$ cat src/rtl/ifu_fetch.sv
// ifu_fetch: owns the fetch PC and issues single-outstanding word reads to
// instruction memory. Returned words are buffered in a small FIFO and
// presented to the decoder as {inst, inst_pc, inst_err}.
//
//   state  | meaning
//   -------+-----------------------------------------------------------
//   S_IDLE | no request in flight; waiting for FIFO space
//   S_REQ  | request presented, address held stable until accepted
//   S_WAIT | request accepted, waiting for the single response
module ifu_fetch #(
  parameter logic [31:0] RESET_PC   = 32'h8000_0000,
  parameter int          FIFO_DEPTH = 2
) (
  input  logic        clk,
  input  logic        rst,
  input  logic        redirect_valid,
  input  logic [31:0] redirect_pc,
  output logic        imem_req_valid,
  input  logic        imem_req_ready,
  output logic [31:0] imem_req_addr,
  input  logic        imem_resp_valid,
  input  logic [31:0] imem_resp_data,
  input  logic        imem_resp_err,
  output logic        inst_valid,
  input  logic        inst_ready,
  output logic [31:0] inst,
  output logic [31:0] inst_pc,
  output logic        inst_err
);

  localparam int AW = (FIFO_DEPTH > 1) ? $clog2(FIFO_DEPTH) : 1;
  localparam int CW = AW + 1;
  localparam logic [CW-1:0] DEPTH_C = CW'(FIFO_DEPTH);

  typedef enum logic [1:0] {
    S_IDLE = 2'd0,
    S_REQ  = 2'd1,
    S_WAIT = 2'd2
  } state_t;

  state_t        state;
  state_t        state_next;

  logic [31:0]   fetch_pc;
  logic [31:0]   fetch_pc_next;
  logic [31:0]   req_pc;
  logic [31:0]   redir_pc;
  logic          drop;
  logic          drop_next;

  logic [CW-1:0] count;
  logic [CW-1:0] count_next;
  logic [AW-1:0] rd_ptr;
  logic [AW-1:0] wr_ptr;
  logic [31:0]   pc_q   [FIFO_DEPTH];
  logic [31:0]   data_q [FIFO_DEPTH];
  logic          err_q  [FIFO_DEPTH];

  logic          pop;
  logic          push;
  logic          resp_fire;
  logic          space;
  logic          load_req;

  // Low address bits of a redirect target are forced to zero.
  logic          unused_redirect_lsbs;
  assign unused_redirect_lsbs = ^redirect_pc[1:0];
  assign redir_pc = {redirect_pc[31:2], 2'b00};

  // Head of the FIFO; fields read as zero while the buffer is empty.
  assign inst_valid = (count != '0);
  assign inst       = inst_valid ? data_q[rd_ptr] : 32'd0;
  assign inst_pc    = inst_valid ? pc_q[rd_ptr]   : 32'd0;
  assign inst_err   = inst_valid ? err_q[rd_ptr]  : 1'b0;

  // Per-cycle events, post-update occupancy and the next fetch address.
  // A response coinciding with a redirect is discarded, as is any response
  // whose request was overtaken by a redirect (drop set).
  always_comb begin
    pop        = inst_valid & inst_ready;
    resp_fire  = (state == S_WAIT) & imem_resp_valid;
    push       = resp_fire & ~drop & ~redirect_valid;
    count_next = count;
    if (redirect_valid) begin
      count_next = '0;
    end else begin
      count_next = count + CW'(push) - CW'(pop);
    end
    space = (count_next < DEPTH_C);
    fetch_pc_next = fetch_pc;
    if (redirect_valid) begin
      fetch_pc_next = redir_pc;
    end else if (push) begin
      fetch_pc_next = req_pc + 32'd4;
    end
  end

  // FSM state register.
  always_ff @(posedge clk or negedge rst) begin
    if (!rst) begin
      state <= S_IDLE;
    end else begin
      state <= state_next;
    end
  end

  // Next-state logic; load_req marks entry into S_REQ with a fresh address.
  always_comb begin
    state_next = state;
    load_req   = 1'b0;
    unique case (state)
      S_IDLE: begin
        if (space) begin
          state_next = S_REQ;
          load_req   = 1'b1;
        end
      end
      S_REQ: begin
        if (imem_req_ready) begin
          state_next = S_WAIT;
        end
      end
      S_WAIT: begin
        if (imem_resp_valid) begin
          if (space) begin
            state_next = S_REQ;
            load_req   = 1'b1;
          end else begin
            state_next = S_IDLE;
          end
        end
      end
      default: begin
        state_next = S_IDLE;
      end
    endcase
  end

  // Drop tracking: a redirect with a request presented or in flight marks
  // that transaction stale; its response retires it and clears the flag.
  // A redirect landing on the response cycle itself needs no flag because
  // that response is discarded directly.
  always_comb begin
    drop_next = drop;
    if (resp_fire) begin
      drop_next = 1'b0;
    end else if (redirect_valid && (state != S_IDLE)) begin
      drop_next = 1'b1;
    end
  end

  // Fetch PC, captured request PC and drop flag.
  always_ff @(posedge clk or negedge rst) begin
    if (!rst) begin
      fetch_pc <= RESET_PC;
      req_pc   <= 32'd0;
      drop     <= 1'b0;
    end else begin
      fetch_pc <= fetch_pc_next;
      drop     <= drop_next;
      if ((state == S_REQ) && imem_req_ready) begin
        req_pc <= imem_req_addr;
      end
    end
  end

  // Registered request channel; the address only changes on entry to S_REQ,
  // so it stays put across redirects until the memory accepts it.
  always_ff @(posedge clk or negedge rst) begin
    if (!rst) begin
      imem_req_valid <= 1'b0;
      imem_req_addr  <= 32'd0;
    end else begin
      imem_req_valid <= (state_next == S_REQ);
      if (load_req) begin
        imem_req_addr <= fetch_pc_next;
      end
    end
  end

  // FIFO pointers and occupancy; a redirect flushes everything.
  always_ff @(posedge clk or negedge rst) begin
    if (!rst) begin
      count  <= '0;
      rd_ptr <= '0;
      wr_ptr <= '0;
    end else begin
      count <= count_next;
      if (redirect_valid) begin
        rd_ptr <= '0;
        wr_ptr <= '0;
      end else begin
        if (push) begin
          wr_ptr <= wr_ptr + AW'(1);
        end
        if (pop) begin
          rd_ptr <= rd_ptr + AW'(1);
        end
      end
    end
  end

  // FIFO storage written with the request PC and the returned word.
  always_ff @(posedge clk or negedge rst) begin
    if (!rst) begin
      for (int i = 0; i < FIFO_DEPTH; i++) begin
        pc_q[i]   <= 32'd0;
        data_q[i] <= 32'd0;
        err_q[i]  <= 1'b0;
      end
    end else if (push) begin
      pc_q[wr_ptr]   <= req_pc;
      data_q[wr_ptr] <= imem_resp_data;
      err_q[wr_ptr]  <= imem_resp_err;
    end
  end

endmodule

$ cat config.mk
export PLATFORM = sky130hd
export DESIGN_NAME = ifu_fetch
export DESIGN_NICKNAME = d
export VERILOG_FILES = /design/src/rtl/ifu_fetch.sv
export SDC_FILE = /design/constraint.sdc
export NUM_CORES = 1
export LEC_CHECK = 0
export ABC_CLOCK_PERIOD_IN_PS = 3550
export BUFFER_PORTS_ARGS = -buffer_cell sky130_fd_sc_hd__buf_2
export CAP_MARGIN = 20
export CORE_ASPECT_RATIO = 0.9
export CORE_MARGIN = 2
export CORE_UTILIZATION = 45
export CTS_BUF_LIST = sky130_fd_sc_hd__clkbuf_4 sky130_fd_sc_hd__clkbuf_8
export CTS_CLUSTER_DIAMETER = 100
export CTS_CLUSTER_SIZE = 40
export DETAILED_ROUTE_END_ITERATION = 8
export PLACE_DENSITY = 0.66
export SETUP_SLACK_MARGIN = 0.4
export SYNTH_ARGS = -nofsm -noshare
export SYNTH_HDL_FRONTEND = slang
export SYNTH_SLANG_ARGS = --single-unit
$ cat constraint.sdc
create_clock -name clk -period 3.55 [get_ports clk]
set_input_delay 0.1775 -clock clk [delete_from_list [all_inputs] [get_ports clk]]
set_output_delay 0.1775 -clock clk [all_outputs]
set_load 0.01 [all_outputs]
==> flow_metrics.tcl <==
set metrics [dict create \
    grt-ovfl-total 0 \
    required_ns 4.00 \
    critPathLaunchType "register" \
    drc 0 \
    async_flop_share_pct 100 \
    cp_slowest_stage_delay_ns 0.43 \
    h-tree-depth 1 \
    grt_usage_pct 19.9 \
    yosysUniqueCellTypes 59 \
    clockBufferDepth 3 \
    diodes 0 \
    routed_wl_um 25500 \
    netlist_area_um2 10900 \
    dp.cells 1337 \
    fin_worst_skew_ns 0.0977 \
    fp.dieW_um 168 \
    fin_crit_ns 2.97 \
    hold_viol_final 0 \
    finalMaxSlewViolations 0 \
    p_per_area_nw_per_um2 636 \
    viasPerCell 5.37 \
    grt_pass1_vias 7423 \
    crit_family "simple AND/OR/NAND/NOR gates" \
    root_buffer "clkbuf_8" \
    tightestPinTransition_ns 0.976 \
    rsz0062_at_grt "no" \
    final-setup-viol-count 0 \
    max_cap_violations 0 \
    yosys_warnings 0 \
    fin_tns_setup_ns 0 \
    p_leak_nw 6.04 \
    rows 54 \
    drive_gt1_share_pct 34.2 \
    p_total_mw 8.16 \
    synth_nets 991 \
    synth-seq-area-share_pct 53.7 \
    worstPathMaxFanout 29 \
    critPathMostFrequentCell "ha_1" \
    cts_tree "done" \
    critPathSlowestCell "dfrtp_1" \
    vias 7608 \
    r2r_setup_slack_ns 0.58 \
    ys.flop_type "dfrtp_1" \
    final_nets 1180 \
    max_slew_margin_pct 34.9 \
    dp_hpwl_um 16400 \
    syn_area_per_cell_um2 11.9 \
    gp_congestion 0.764 \
    min_path_type "input port to register" \
    first_pass_iters 4 \
    path_cells "nand4bb_1 > nor2_8 > inv_2 > ha_1 > inv_1 > ha_1 > xnor3_1 > nor2_1 > a211oi_4 > buf_6 > mux2_2" \
    drt_iter0_markers 453 \
    fillers 2055 \
    io_buffers 167 \
    grt_first_pass_wirelength_um 40700 \
    antenna_found_initial 0 \
    status "finished clean" \
    die_h_um 152 \
    timing.hold.ws_ns 0.0284 \
    die_area_um2 25500 \
    clkSlewWorstSetupHoldPaths_ns 0.19 \
    ant_nets 0 \
    cts.sinks 234 \
    synth_edf_count 0 \
    ys_ff_latch 234 \
    peakVddDrop_mv 0.505 \
    cp.arrival_ns 3.41 \
    crit_type "register to register" \
    wl_per_cell_um 18.0 \
    finalNonFillerCells 1418 \
    place_area_um2 12000 \
    syn_to_final_growth_pct 17.8 \
    setup.worst_path.end_class "register" \
    initial_core_util_pct 45.4 \
    cts_setup_buffers 0 \
    ios 170 \
    clk_latency_ns 0.56 \
    max_freq_mhz 337 \
    fin_area_um2 12800 \
    crit_buf_inv 3 \
    core-area_um2 24000 \
    synthCells 917 \
    grt_max_degree 115 \
    cts_buffers 11 \
    period_share_pct 83.6 \
]
## routing by layer
layer / vias to the layer above / track usage, % / routed length [µm]
li1: 3595 / - / -
met1: 3810 / 28.5 / 12200
met2: 186 / 33.3 / 11900
met3: 17 / 2.57 / 1070
met4: 0 / 3.13 / 306
met5: - / 0 / 0
## path summary, 6_finish.rpt
check / from / depth (start not counted) / endpoint
worst min-delay path: redirect_pc[22] / 5 / fetch_pc[22]$_DFF_PN0_
worst max register to register: drop$_DFFE_PN0P_ / 11 / imem_req_addr[31]$_DFFE_PN0P_
worst max-delay path: drop$_DFFE_PN0P_ / 11 / imem_req_addr[31]$_DFFE_PN0P_
min in group asynchronous: rst / 2 / data_q[22]$_DFFE_PN0P_
max in group asynchronous: rst / 3 / imem_req_addr[21]$_DFFE_PN0P_
worst min register to register: imem_req_addr[21]$_DFFE_PN0P_ / 1 / req_pc[21]$_DFFE_PN0P_
## stage by stage
step | worst slack (ns) | utilization (%)
2_1_floorplan | 0.773 | -
3_3_place_gp | 0.577 | 49.8
3_5_place_dp | 0.507 | 49.8
4_1_cts | 0.495 | 53.5
5_1_grt | 0.468 | 53.5
6_report | 0.583 | 53.5
## worst register-to-register path: stages (launching register included)
cell and delay, ns:
dfrtp_1 0.43, nand4bb_1 0.32, nor2_8 0.16, inv_2 0.12, ha_1 0.31, inv_1 0.04, ha_1 0.18, xnor3_1 0.27
nor2_1 0.08, a211oi_4 0.28, buf_6 0.31, mux2_2 0.39
## registers in the layout, indices dropped and copies added (netlist names), 2 cells and up
| signal | flops |
|---|---|
| count | 2 |
| state | 2 |
| req_pc | 32 |
| fetch_pc | 32 |
| imem_req_addr | 32 |
| pc_q | 64 |
| err_q | 2 |
| data_q | 64 |
## cell usage after synthesis (6+ instances only)
master      n  area, µm²
buf_1       6       22.5
mux2i_1    71        711
dfrtp_1   233       5830
nor3_1      6       30.0
nand3_1    17       85.1
nand2_1    65        244
buf_2      29        145
inv_1      10       37.5
a31oi_1    18        113
nand4_1     7       43.8
mux2_1     15        169
mux2_2    159       1790
a21oi_1    16       80.1
xnor2_1     8       70.1
and3_1      6       37.5
nor4_1      7       43.8
buf_6       6       67.6
o21ai_0    20        100
clkbuf_1   24       90.1
nor2_1    103        387
## layout by cell type, fill, tap and decap left out, types with 4 or more instances in the layout
| cell | instances |
|---|---|
| dfrtp_1 | 232 |
| buf_2 | 166 |
| mux2_2 | 159 |
| nor2_1 | 101 |
| mux2i_1 | 71 |
| nand2_1 | 64 |
| dlygate4sd3_1 | 64 |
| o21ai_0 | 20 |
| a31oi_1 | 18 |
| nand3_1 | 17 |
| a21oi_1 | 16 |
| mux2_1 | 15 |
| clkbuf_8 | 11 |
| inv_1 | 10 |
| buf_4 | 10 |
| xnor2_1 | 8 |
| nand4_1 | 7 |
| nor4_1 | 7 |
| and3_1 | 6 |
| nor3_1 | 6 |
| nand2b_1 | 5 |
| or3_1 | 5 |
| o31a_1 | 5 |
| o21ai_1 | 5 |
| or4_1 | 5 |
| o31ai_1 | 4 |
| o22a_1 | 4 |
## where the power goes
part / leakage [nW] / total [mW] / internal (mW) / switching, mW
clock: 0.120 / 1.23 / 0.348 / 0.883
combinational: 2.88 / 2.78 / 1.34 / 1.44
sequential: 3.04 / 4.14 / 3.32 / 0.829
## final cells by class
cell class	count	area, µm²	area share (%)
Inverter	11	41.3	0.322
Timing Repair Buffer	245	1630	12.7
Sequential cell	234	5860	45.7
Clock buffer	12	159	1.24
Multi-Input combinational cell	603	4670	36.4
Clock inverter	5	80.1	0.624
Tap cell	308	385	3.00
## repair_timing
action / in CTS / in global routing
setup endpoints to repair: 0 / 6
endpoints found under the hold margin: 225 / 0
hold buffers: 64 / 0
gates resized for setup: 0 / 1
## cell families (layout without fill, tap and decap cells)
kind of cell / count (synthesis) / in the layout / synth area share (%)
buf+inv: 80 / 273 / 3.64
simple gates: 254 / 254 / 11.4
xor+xnor: 11 / 11 / 1.01
fa+ha+maj: 3 / 3 / 0.344
mux: 245 / 245 / 24.5
flops: 234 / 234 / 53.7
compound gates: 90 / 90 / 5.35
Power figures use the tool's default switching activity.
